`src/rtl/mem_stage_ctrl.sv`:
```
// Memory-stage access controller: issues data-memory requests, stalls the
// pipeline while an access is outstanding, and latches halt / error / timeout.
module mem_stage_ctrl (
  input  logic        clk,
  input  logic        rst,
  input  logic        mem_enable_EM,
  input  logic        mem_write_en_EM,
  input  logic        dump_EM,
  input  logic        mem_done,
  input  logic        mem_err,
  output logic        mem_req,
  output logic        mem_wr,
  output logic        stall_pipe,
  output logic        bubble_MW,
  output logic        halt_out,
  output logic        err_out,
  output logic [15:0] access_cnt,
  output logic [15:0] stall_cnt
);

  typedef enum logic [1:0] {IDLE, WAIT, HALT, ERR} state_t;

  state_t     state_q, state_d;
  logic [7:0] wait_cnt;
  logic       count_access, wait_clr, wait_inc;

  // Strobes are forced low while rst is held, even though state is already IDLE.
  always_comb begin
    state_d      = state_q;
    mem_req      = 1'b0;
    mem_wr       = 1'b0;
    stall_pipe   = 1'b0;
    bubble_MW    = 1'b0;
    count_access = 1'b0;
    wait_clr     = 1'b0;
    wait_inc     = 1'b0;
    if (!rst) begin
      case (state_q)
        IDLE: begin
          if (dump_EM) begin
            state_d = HALT;
          end else if (mem_enable_EM) begin
            mem_req = 1'b1;
            mem_wr  = mem_write_en_EM;
            if (mem_done && !mem_err) begin
              count_access = 1'b1;
            end else if (mem_done) begin
              stall_pipe = 1'b1;
              bubble_MW  = 1'b1;
              state_d    = ERR;
            end else begin
              stall_pipe = 1'b1;
              bubble_MW  = 1'b1;
              wait_clr   = 1'b1;
              state_d    = WAIT;
            end
          end
        end
        WAIT: begin
          if (mem_done && !mem_err) begin
            count_access = 1'b1;
            state_d      = IDLE;
          end else begin
            stall_pipe = 1'b1;
            bubble_MW  = 1'b1;
            // completion on the last allowed cycle is handled above and wins
            if (mem_done || wait_cnt == 8'hFF) state_d  = ERR;
            else                               wait_inc = 1'b1;
          end
        end
        default: begin
          stall_pipe = 1'b1;
          bubble_MW  = 1'b1;
        end
      endcase
    end
  end

  always_ff @(posedge clk or posedge rst) begin
    if (rst) begin
      state_q    <= IDLE;
      wait_cnt   <= '0;
      access_cnt <= '0;
      stall_cnt  <= '0;
    end else begin
      state_q <= state_d;
      if (wait_clr)                                 wait_cnt   <= '0;
      else if (wait_inc)                            wait_cnt   <= wait_cnt + 8'd1;
      if (count_access)                             access_cnt <= access_cnt + 16'd1;
      if (stall_pipe && stall_cnt != 16'hFFFF)      stall_cnt  <= stall_cnt + 16'd1;
    end
  end

  assign halt_out = (state_q == HALT);
  assign err_out  = (state_q == ERR);

endmodule

```
`config.mk`:
```
export PLATFORM = sky130hd
export DESIGN_NAME = mem_stage_ctrl
export DESIGN_NICKNAME = d
export VERILOG_FILES = /design/src/rtl/mem_stage_ctrl.sv
export SDC_FILE = /design/constraint.sdc
export NUM_CORES = 1
export LEC_CHECK = 0
export ABC_AREA = 1
export ABC_CLOCK_PERIOD_IN_PS = 2200
export BUFFER_PORTS_ARGS = -buffer_cell sky130_fd_sc_hd__buf_2
export CAP_MARGIN = 20
export CORE_MARGIN = 5
export CORE_UTILIZATION = 35
export DETAILED_ROUTE_END_ITERATION = 12
export PLACE_DENSITY = 0.52
export SLEW_MARGIN = 10
export SYNTH_ARGS = -nofsm -noshare
export SYNTH_HDL_FRONTEND = slang
export SYNTH_SLANG_ARGS = --single-unit
export TNS_END_PERCENT = 30
```
`constraint.sdc`:
```
create_clock -name clk -period 2.2 [get_ports clk]
set_clock_uncertainty 0.15 [all_clocks]
set_input_delay 0.44 -clock clk [delete_from_list [all_inputs] [get_ports clk]]
set_output_delay 0.44 -clock clk [all_outputs]
set_load 0.02 [all_outputs]
```
# Yosys cells after proc, flatten, opt, wreduce, memory -nomap -nowiden
# Cells that the tools add are included.
[word_totals] latch_bits=0 register_bits=42 mem_count=0 ram_bits=0 mem_bits_ro=0 word_cells=61 output_inout_bits=38 inputBits=7
[op_classes] bitwise_logic=1 order_cmp=0 n_mul=0 shifts=0 n_reduce_logical=8 div_mod_pow=0 addsub=3 mux=37 eq_ne=8
[op_table] cell="$add 16x1->16 const B" count=2
[op_table] cell="$mux 1" count=26
[op_table] cell="$mux 8" count=2
[op_table] cell="$ne 16x16->1 const B" count=1
[op_table] cell="$mux 2" count=6
[op_table] cell="$ne 3x3->1 const B" count=3
[op_table] cell="$add 8x1->8 const B" count=1
[op_table] cell="$eq 8x8->1 const B" count=1
[op_table] cell="$reduce_and 5->1" count=1
[op_table] cell="$eq 2x2->1 const B" count=2
[op_table] cell="$pmux 1 s2" count=2
[op_table] cell="$pmux 2 s2" count=1
[op_table] cell="$reduce_bool 2->1" count=2
[op_table] cell="$eq 2x1->1 const B" count=1
[op_table] cell="$logic_and 1x1->1" count=2
[op_table] cell="$logic_not 2->1" count=1
[op_table] cell="$logic_not 1->1" count=1
[op_table] cell="$logic_or 1x1->1" count=1
[op_table] cell="$not 1->1" count=1

# Depth between registers and ports, before layout
# Gate-level depths: netlist of the first run.
[depth] ltp_word=8 mapped_depth=10 depth_no_buf=9

# Least setup slack after synthesis of the first run
# No wires, ideal clock.
[synth_path] path_type="input to output" from="input rst" to="output mem_wr" setup_slack_ns=0.063 arrival_ns=1.547 cell_stages=3 required_time_ns=1.610 n_path_buf=0 cell_sequence="inv_2 nand3_1 nor2_1"
[synth_between] elab_chain_len=1
[synth_rtl] item="start, declared" line_no="5" rtl="input logic rst,"
[synth_rtl] item="$mux 1" line_no="37" rtl="if (!rst) begin"
[synth_rtl] item="end, declared" line_no="12" rtl="output logic mem_wr,"
# No other way between the ends.

# Worst setup path in the final report of the first run
[layout_path] from="register state_q[0]" to="output stall_pipe"
[layout_between] elab_chain_len=3 word_cells_on_any_way=4 classes_between="eq/ne (1); mux (2); reduce/logical (1)"
[layout_rtl] item="start, declared" line_no="23" rtl="state_t state_q, state_d;"
[layout_rtl] item="start signal, assigned" line_no="86" rtl="state_q <= state_d;"
[layout_rtl] item="$eq 2x1->1 / $logic_not 2->1 (equally long branches)" line_no="38" rtl="case (state_q)"
[layout_rtl] item="$pmux 1 s2 *" line_no="38"
[layout_rtl] item="$mux 1 *" line_no="37"
[layout_rtl] item="end, declared" line_no="13" rtl="output logic stall_pipe,"
# Every way passes the cells marked *; elsewhere a longest branch is shown, timed or not.

==> flow_metrics.py, run 1 <==
metrics = {
    "outcome": {
        "status": "finished, final reports clean",
    },
    "die": {
        "coreArea_mm2": 0.00733,
        "die_area_mm2": 0.00943,
        "die_h_um": 97.1,
        "initial_core_util_pct": 36.2,
        "rows": 31,
        "die_w_um": 97.1,
        "ios": 45,
    },
    "global_route": {
        "antenna_found_initial": 0,
        "grt_pass1_wl_um": 10300,
        "grt_max_degree": 31,
        "grt_usage_pct": 13.0,
        "gr-total-overflow": 0,
        "grt_pass1_vias": 2144,
    },
    "setup_path": {
        "r2r-end": "wait_cnt[3]",
        "reg2reg_slack_ps": 460,
        "cpLargestDelayFamily": "flip-flops",
        "crit_slowest_cell": "dfrtp_1",
        "cp-start-kind": "flop",
        "critical_path.cell_chain": "inv_2, nand2_2, nand2_1, a21oi_2, buf_2",
        "cp.arrival_ps": 1420,
        "path_class": "reg2out",
        "required_ps": 1610,
        "slowest_delay_ps": 470,
        "critical_path.endpoint_type": "output port",
        "crit_path_start": "state_q[0]",
        "crit_buf_inv": 2,
        "rr_worst_depth": 8,
        "regToRegStartpoint": "wait_cnt[0]",
        "crit_fanout": 7,
    },
    "clock_network": {
        "cts-resized-gates": 0,
        "post_cts_buffers": 0,
        "cts.sinks": 42,
        "cts_hold_buf": 1,
        "root_buffer": "clkbuf_8",
        "clock_path_buffers": 2,
        "cts_tree": "yes",
        "cts_made_buffers": 5,
        "insertion_delay_ps": 290,
        "path_clk_slew_ps": 80,
        "cts_max_level": 2,
    },
    "flow_run": {
        "cap_violations": 0,
    },
    "place": {
        "dpl.cell_count": 525,
        "post-dp-hpwl_um": 4520,
        "pre_cts_slack_ps": 313,
        "place_area_mm2": 0.00297,
        "gp_congestion": 0.798,
        "io_buffers": 44,
    },
    "timing": {
        "slew_headroom_pct": 74.7,
        "hold_viol": 0,
        "post-route-period-util_pct": 91.4,
        "setup_ws_ps": 188,
        "worst_pin_slew_ps": 380,
        "fin_crit_ps": 2010,
        "finalSetupTns_ps": 0,
        "fmax_mhz": 497,
        "maxSlewViolCount": 0,
        "grt_setup_unrepaired": "false",
        "whs_ps": 83.2,
        "setup_viol_count_final": 0,
    },
    "drt": {
        "drt_pre_antenna_iters": 4,
        "wl_um": 5830,
        "vias": 2367,
        "drt_iter0_drc": 73,
        "via_per_inst": 4.44,
        "drt-wirelength-per-cell_um": 10.9,
        "postRouteAntennaNets": 0,
        "drc_errors": 0,
    },
    "synthesis": {
        "yosysSeqAreaShare_pct": 39.6,
        "yosys_warnings": 0,
        "synth_top_area_share_pct": 39.6,
        "synth_most_common_cell": "nand2_1",
        "synthesis.nets": 395,
        "syn_avg_cell_area_um2": 6.90,
        "synth_area_mm2": 0.00266,
        "synth-edff-count": 0,
        "synth_top_area_cell": "dfrtp_1",
        "synthTopCellsByArea": "dfrtp_1 (40%), nand2_1 (22%), nor2_1 (6.2%), inv_1 (5.2%), nand3_1 (5.1%)",
        "synth_flop_cell": "dfrtp_1",
        "ys_types": 25,
        "ys_ff_latch": 42,
        "ys_top_cells_by_count": "nand2_1 (155), nor2_1 (44), dfrtp_1 (42)",
        "async_flop_share_pct": 100,
        "synth_cells": 385,
    },
    "cells_and_area": {
        "utilization_pct": 41.8,
        "diodes": 0,
        "area_growth_pct": 15.4,
        "final_cells": 533,
        "final_cell_area_mm2": 0.00306,
        "drive_above_1_share_pct": 17.5,
        "nets": 444,
    },
    "pwr": {
        "power_leakage_nw": 1.64,
        "peakVddDrop_mv": 0.409,
        "powerDensity_mw_per_mm2": 522,
        "power_mw": 1.60,
    },
    "min_path": {
        "hold_class": "in2async",
    },
}
[report_power, final]
group | switching, mW | internal (mW) | total [mW] | leakage, nW
clock | 0.253 | 0.213 | 0.466 | 0.0438
combinational | 0.163 | 0.0917 | 0.255 | 1.05
sequential | 0.0655 | 0.811 | 0.877 | 0.548
[registers in the layout, indices dropped and copies added (netlist names)]
register,count
access_cnt,16
stall_cnt,16
wait_cnt,8
state_q,2
[layout by cell type (no fill, tap or decap), drive strengths merged]
cell type | synthesis | routed
nor2 | 51 | 51
a21oi | 2 | 2
o21bai | 1 | 1
dlygate4sd3 | 0 | 1
dfrtp | 42 | 42
nand4 | 15 | 15
o21ai | 11 | 11
inv | 42 | 42
nand3 | 29 | 29
nand3b | 3 | 3
xor2 | 11 | 11
buf | 5 | 46
nand2 | 163 | 163
clkinv | 0 | 2
ha | 3 | 3
and2 | 1 | 1
xnor2 | 6 | 6
clkbuf | 0 | 5
[tightest hold or removal path: stages]
cell	delay (ps)
buf_2	120
inv_2	120
buf_4	190
[worst max-delay path by stage]
stage / endpoint / slack [ps] / cells after the start
3_3_place_gp: stall_pipe / 340 / 7
4_1_cts: stall_pipe / 190 / 5
2_1_floorplan: mem_wr / 60 / 3
6_report: stall_pipe / 190 / 5
3_5_place_dp: stall_pipe / 310 / 7
5_1_grt: stall_pipe / 100 / 5
[layer usage]
| layer | GRT usage (%) | part of all wire [%] |
|---|---|---|
| met1 | 18.9 | 53 |
| met2 | 19.5 | 42 |
| met3 | 2.58 | 3.9 |
| met4 | 3.56 | 0.93 |
| met5 | 0 | 0 |
[area by class of cell]
cell class / count / area [um^2]
clock inverters: 2 / 10.0
clock buffers: 5 / 68.8
well taps: 99 / 124
multi-input cells: 296 / 1410
repair buffers: 47 / 245
fillers: 778 / 4270
flip-flops and latches: 42 / 1050
inverters: 42 / 158
[cells by family (layout without fill, tap and decap cells)]
| kind of cell | Yosys count | in the layout | synth area share [%] |
|---|---|---|---|
| XOR/XNOR | 17 | 17 | 5.61 |
| adder cells (fa/ha/maj) | 3 | 3 | 1.41 |
| flip-flops | 42 | 42 | 39.6 |
| AO/OA/AOI/OAI | 14 | 14 | 2.87 |
| AND/OR/NAND/NOR | 262 | 262 | 43.1 |
| buffers and inverters | 47 | 96 | 7.45 |
(Power assumes the default switching activity.)
==> inputs of run 2 (changes only) <==
ABC_AREA = 0   (was 1)
ABC_CLOCK_PERIOD_IN_PS = 2500   (was 2200)
CORE_MARGIN = 8   (was 5)
PLACE_DENSITY = 0.53   (was 0.52)
clock period = 2.5 ns   (was 2.2 ns; I/O delays follow)
==> run 2 against run 1 <==
  * Sequential cell count did not move
  * Final area decreased by 17%
  * Combinational power up 37%
  * Area after synthesis decreased by 20%
  * Via count down 35%
  * Clock-buffer cell count increased by 2
  * Non-clock buffer count increased by 1
  * Die area fell by 6.7%
==> flow_metrics.py, run 2 <==
metrics = {
    "outcome": {
        "status": "finished, final reports clean",
    },
    "clock_network": {
        "root_buffer": "clkbuf_8",
        "clock_path_buffers": 2,
        "post_cts_buffers": 0,
        "cts_made_buffers": 5,
        "cts_max_level": 2,
        "insertion_delay_ps": 290,
        "path_clk_slew_ps": 80,
        "cts.sinks": 42,
        "cts_tree": "yes",
    },
    "setup_path": {
        "critical_path.endpoint_type": "output port",
        "reg2reg_slack_ps": 400,
        "path_class": "reg2out",
        "cp-start-kind": "flop",
        "crit_path_start": "state_q[1]",
        "r2r-end": "stall_cnt[1]",
        "rr_worst_depth": 5,
        "cp.arrival_ps": 1490,
        "regToRegStartpoint": "stall_cnt[0]",
        "crit_fanout": 8,
        "endpoint": "mem_wr",
        "required_ps": 1850,
    },
    "die": {
        "die_h_um": 93.8,
        "ios": 45,
        "rows": 28,
        "die_w_um": 93.8,
        "coreArea_mm2": 0.00589,
        "die_area_mm2": 0.00879,
        "initial_core_util_pct": 36.0,
    },
    "cells_and_area": {
        "final.fill_count": 591,
        "diodes": 0,
        "reg.largest.list": "access_cnt (16), stall_cnt (16), wait_cnt (8)",
        "final_cell_area_mm2": 0.00253,
        "regArea_mm2": 0.00105,
        "nets": 254,
        "drive_above_1_share_pct": 29.8,
        "final_cell_mix": "buf_2 (44), dfrtp_1 (42), xnor2_1 (27)",
        "utilization_pct": 43.0,
        "area_growth_pct": 19.6,
        "layout_commonest_cell": "buf_2",
        "multi_input_area_mm2": 0.00102,
    },
    "global_route": {
        "grt_max_degree": 23,
        "grt_pass1_wl_um": 7690,
        "grt_usage_pct": 11.0,
        "antenna_found_initial": 0,
        "grt_pass1_vias": 1598,
        "gr-total-overflow": 0,
    },
    "place": {
        "post-dp-hpwl_um": 3400,
        "place_area_mm2": 0.00243,
        "io_buffers": 44,
        "pre_cts_slack_ps": 379,
        "gp_congestion": 0.729,
    },
    "synthesis": {
        "yosys_warnings": 0,
        "synth-edff-count": 0,
        "ys_types": 38,
        "synth_top_area_cell": "dfrtp_1",
        "synth_area_mm2": 0.00212,
        "synthTopCellsByArea": "dfrtp_1 (50%), xnor2_1 (11%), xor2_1 (3.3%), nand4_1 (3.3%), nand3_2 (2.8%)",
        "ys_top_cells_by_count": "dfrtp_1 (42), xnor2_1 (27), nor2_1 (16)",
        "synth_cells": 194,
        "synthesis.nets": 204,
        "syn_avg_cell_area_um2": 10.9,
        "synth_top_area_share_pct": 49.6,
        "yosysSeqAreaShare_pct": 49.6,
        "synth_flop_cell": "dfrtp_1",
        "ys_ff_latch": 42,
        "async_flop_share_pct": 100,
        "synth_most_common_cell": "dfrtp_1",
    },
    "pwr": {
        "power_leakage_nw": 1.22,
        "internal-power_mw": 1.11,
        "powerDensity_mw_per_mm2": 643,
        "peakVddDrop_mv": 0.241,
        "pwr-share-comb_pct": 21.4,
        "pwr-share-clk_pct": 27.7,
        "seqPwrFrac_pct": 50.8,
        "net-switching-power_mw": 0.515,
        "swShare_pct": 31.6,
    },
    "timing": {
        "grt_setup_unrepaired": "false",
        "slew_headroom_pct": 52.4,
        "worst_pin_slew_ps": 711,
        "setup_ws_ps": 361,
        "hold_viol": 0,
        "fmax_mhz": 467,
        "post-route-period-util_pct": 85.6,
        "finalSetupTns_ps": 0,
        "maxSlewViolCount": 0,
        "setup_viol_count_final": 0,
        "fin_crit_ps": 2140,
    },
    "drt": {
        "vias": 1542,
        "wl_um": 4530,
        "drt-wirelength-per-cell_um": 14.2,
        "drc_errors": 0,
        "drt_iter0_drc": 79,
        "postRouteAntennaNets": 0,
        "drt_pre_antenna_iters": 4,
        "via_per_inst": 4.82,
    },
    "flow_run": {
        "cap_violations": 0,
    },
    "min_path": {
        "hold_class": "in2async",
    },
}
run 2: critical path, cell delays in order (launching register included):
cell and delay, ps:
dfrtp_1 470, nor2_1 200, and3_1 240, and2_1 130, buf_2 150
run 2: layout make-up:
cell class,count,share of cell area (%)
timing repair buffer,48,9.99
clock inverter,1,0.198
clock buffer,7,3.41
inverter,5,0.890
multi-input combinational,142,40.3
tap,75,3.71
sequential,42,41.5
run 2: worst min-delay path by stage:
stage	start	endpoint	cells past startpoint
final	rst	wait_cnt[7]	3
after global routing	rst	wait_cnt[7]	3
after CTS	rst	wait_cnt[7]	3
after detailed placement	rst	wait_cnt[6]	2
after global placement	rst	wait_cnt[6]	2
after floorplan	rst	access_cnt[0]	1
run 2: repair_timing:
item                      4_1_cts  5_1_grt
resized for setup               0        0
hold buffers                    1        0
hold endpoints to repair        2        0
run 2: kinds of logic after synthesis:
kind of cell | Yosys count | synth area share, %
compound gates | 11 | 5.08
xor+xnor | 36 | 15.2
fa+ha+maj | 3 | 1.77
buf+inv | 10 | 2.30
flops | 42 | 49.6
mux | 3 | 1.54
simple gates | 89 | 24.4
run 2: power by group through the flow:
| stage | Sequential [mW] | Clock [mW] | Combinational [mW] |
|---|---|---|---|
| 6_report | 0.828 | 0.451 | 0.349 |
| 5_1_grt | 0.842 | 0.500 | 0.387 |
| 4_1_cts | 0.829 | 0.477 | 0.357 |
| 3_5_place_dp | 0.842 | 0 | 0.356 |
| 3_3_place_gp | 0.843 | 0 | 0.353 |
| 2_1_floorplan | 0.902 | 0 | 0.169 |
run 2: layer usage:
metal  wire length, um  share of wire [%]  vias to the layer above  GRT usage [%]
li1                  -                  -                      766              -
met1              2180                 48                      735           13.6
met2              1990                 44                       35           16.9
met3               288                6.4                        6           3.68
met4                75                1.7                        0           5.15
met5                 0                  0                        -              0
run 2: stage by stage:
stage / hold slack (ps) / std cells / total power, mW
2_1_floorplan: 354 / 194 / 1.07
4_1_cts: 198 / 320 / 1.66
3_3_place_gp: 295 / 311 / 1.20
3_5_place_dp: 305 / 311 / 1.20
5_1_grt: 236 / 320 / 1.73
6_report: 204 / 320 / 1.63
==> inputs of run 3 (changes only) <==
ABC_AREA = 1   (was 0)
PLACE_DENSITY = 0.52   (was 0.53)
==> run 3 against run 2 <==
  * Final cell count grew 67%
  * Combinational power is 36% lower
  * Clock-buffer cell count stayed put
  * Utilization decreased by 0.76 points
  * Hold slack worse by 180 ps
  * Non-clock buffer count fell by 2
  * Fmax is 2.3% higher
==> flow_metrics.py, run 3 (synthesis results as in run 1) <==
metrics = {
    "clock_network": {
        "post_cts_buffers": 0,
        "insertion_delay_ps": 290,
        "clock_path_buffers": 2,
        "cts_tree": "yes",
        "cts_max_level": 2,
        "root_buffer": "clkbuf_8",
        "cts.sinks": 42,
        "cts_made_buffers": 5,
        "cts_hold_buf": 0,
        "path_clk_slew_ps": 80,
        "cts-resized-gates": 0,
    },
    "timing": {
        "worst_pin_slew_ps": 378,
        "post-route-period-util_pct": 83.6,
        "maxSlewViolCount": 0,
        "fmax_mhz": 478,
        "hold_viol": 0,
        "grt_setup_unrepaired": "false",
        "setup_ws_ps": 409,
        "finalSetupTns_ps": 0,
        "setup_viol_count_final": 0,
        "slew_headroom_pct": 74.7,
        "fin_crit_ps": 2090,
    },
    "cells_and_area": {
        "layout_commonest_cell": "nand2_1",
        "area_growth_pct": 16.0,
        "drive_above_1_share_pct": 17.3,
        "final_cells": 533,
        "diodes": 0,
        "nets": 443,
        "final_cell_mix": "nand2_1 (155), nor2_1 (44), buf_2 (44)",
        "reg.largest.list": "access_cnt (16), stall_cnt (16), wait_cnt (8)",
        "final.fill_count": 805,
    },
    "flow_run": {
        "cap_violations": 0,
    },
    "global_route": {
        "grt_use_met2_pct": 19.3,
        "grt_pass1_vias": 2342,
        "gr-usage-met3_pct": 2.63,
        "grt_pass1_wl_um": 10700,
        "grt_max_degree": 19,
        "grt_usage_pct": 12.4,
        "antenna_found_initial": 0,
        "gr-total-overflow": 0,
        "top_usage_layer": "met2",
        "met1_usage_pct": 16.6,
    },
    "drt": {
        "postRouteAntennaNets": 0,
        "wl_um": 6170,
        "drt_pre_antenna_iters": 4,
        "drt-wirelength-per-cell_um": 11.6,
        "via_per_inst": 4.58,
        "vias": 2440,
        "drc_errors": 0,
        "drt_iter0_drc": 71,
    },
    "setup_path": {
        "critical_path.cell_chain": "inv_2, nand2_2, nand2_1, a21oi_2, buf_2",
        "crit_slowest_cell": "dfrtp_1",
        "required_ps": 1850,
        "path_class": "reg2out",
        "cp.arrival_ps": 1440,
        "crit_fanout": 7,
        "cp-start-kind": "flop",
        "crit_path_start": "state_q[0]",
        "critical_path.endpoint_type": "output port",
        "regToRegStartpoint": "stall_cnt[1]",
        "slowest_delay_ps": 480,
    },
    "place": {
        "post-dp-hpwl_um": 4790,
        "gp_congestion": 0.838,
        "io_buffers": 44,
        "pre_cts_slack_ps": 473,
        "dpl.cell_count": 525,
    },
    "pwr": {
        "powerDensity_mw_per_mm2": 496,
        "peakVddDrop_mv": 0.304,
        "power_leakage_nw": 1.64,
    },
    "die": {
        "initial_core_util_pct": 36.4,
        "rows": 31,
        "coreArea_mm2": 0.00729,
        "die_area_mm2": 0.0106,
        "die_h_um": 103,
        "die_w_um": 103,
        "ios": 45,
    },
    "outcome": {
        "status": "finished, final reports clean",
    },
    "min_path": {
        "hold_class": "in2async",
    },
}
[run 3: cell types whose count changed in the layout (fill, tap and decap cells not counted), moves of 8 or more]
| cell | delta |
|---|---|
| and3_1 | -9 |
| nand3_1 | +17 |
| inv_1 | +34 |
| o21ai_0 | +8 |
| nand2_1 | +141 |
| nor2_1 | +28 |
| xnor2_1 | -21 |
[run 3: final cells by class]
cell class / count / area, um^2 / area share (%)
clock buffers: 7 / 76.3 / 2.48
clock inverters: 1 / 30.0 / 0.975
inverters: 42 / 158 / 5.12
multi-input cells: 296 / 1410 / 45.7
flip-flops and latches: 42 / 1050 / 34.1
well taps: 99 / 124 / 4.02
repair buffers: 46 / 235 / 7.64
[run 3: where the power goes]
part	total (mW)	internal, mW	switching, mW
logic	0.223	0.0796	0.143
clock network	0.532	0.299	0.233
registers	0.773	0.714	0.0592
total	1.53	1.09	0.435
[run 3: critical path: cells and delay by family, from the launching register on]
family / cells / cell delay, ps
AO/OA/AOI/OAI: 1 / 230
buffers and inverters: 2 / 260
flip-flops: 1 / 480
AND/OR/NAND/NOR: 2 / 170
[run 3: final timing paths]
path	endpoint	slack (ps)	cells past startpoint
worst max register to register	stall_cnt[2]	740	9
worst min register to register	access_cnt[10]	370	1
max in group asynchronous	wait_cnt[2]	1620	3
worst min-delay path	access_cnt[0]	20	2
min in group clk	access_cnt[10]	370	1
worst max-delay path	stall_pipe	410	5
[run 3: metrics by stage]
step	instance area, um^2	util, %	power (mW)	hold WS, ps
after floorplan	2660	-	0.938	347
after global placement	2970	40.8	1.01	333
after detailed placement	2970	40.8	1.02	339
after CTS	3080	42.2	1.56	14.5
after global routing	3080	42.2	1.61	26.7
final	3080	42.2	1.53	19.7
[run 3: per-layer routing]
| layer | up-vias | wire [um] |
|---|---|---|
| met5 | - | 0 |
| met4 | 0 | 53 |
| met3 | 5 | 317 |
| met2 | 39 | 2610 |
| met1 | 1104 | 3190 |
| li1 | 1292 | - |
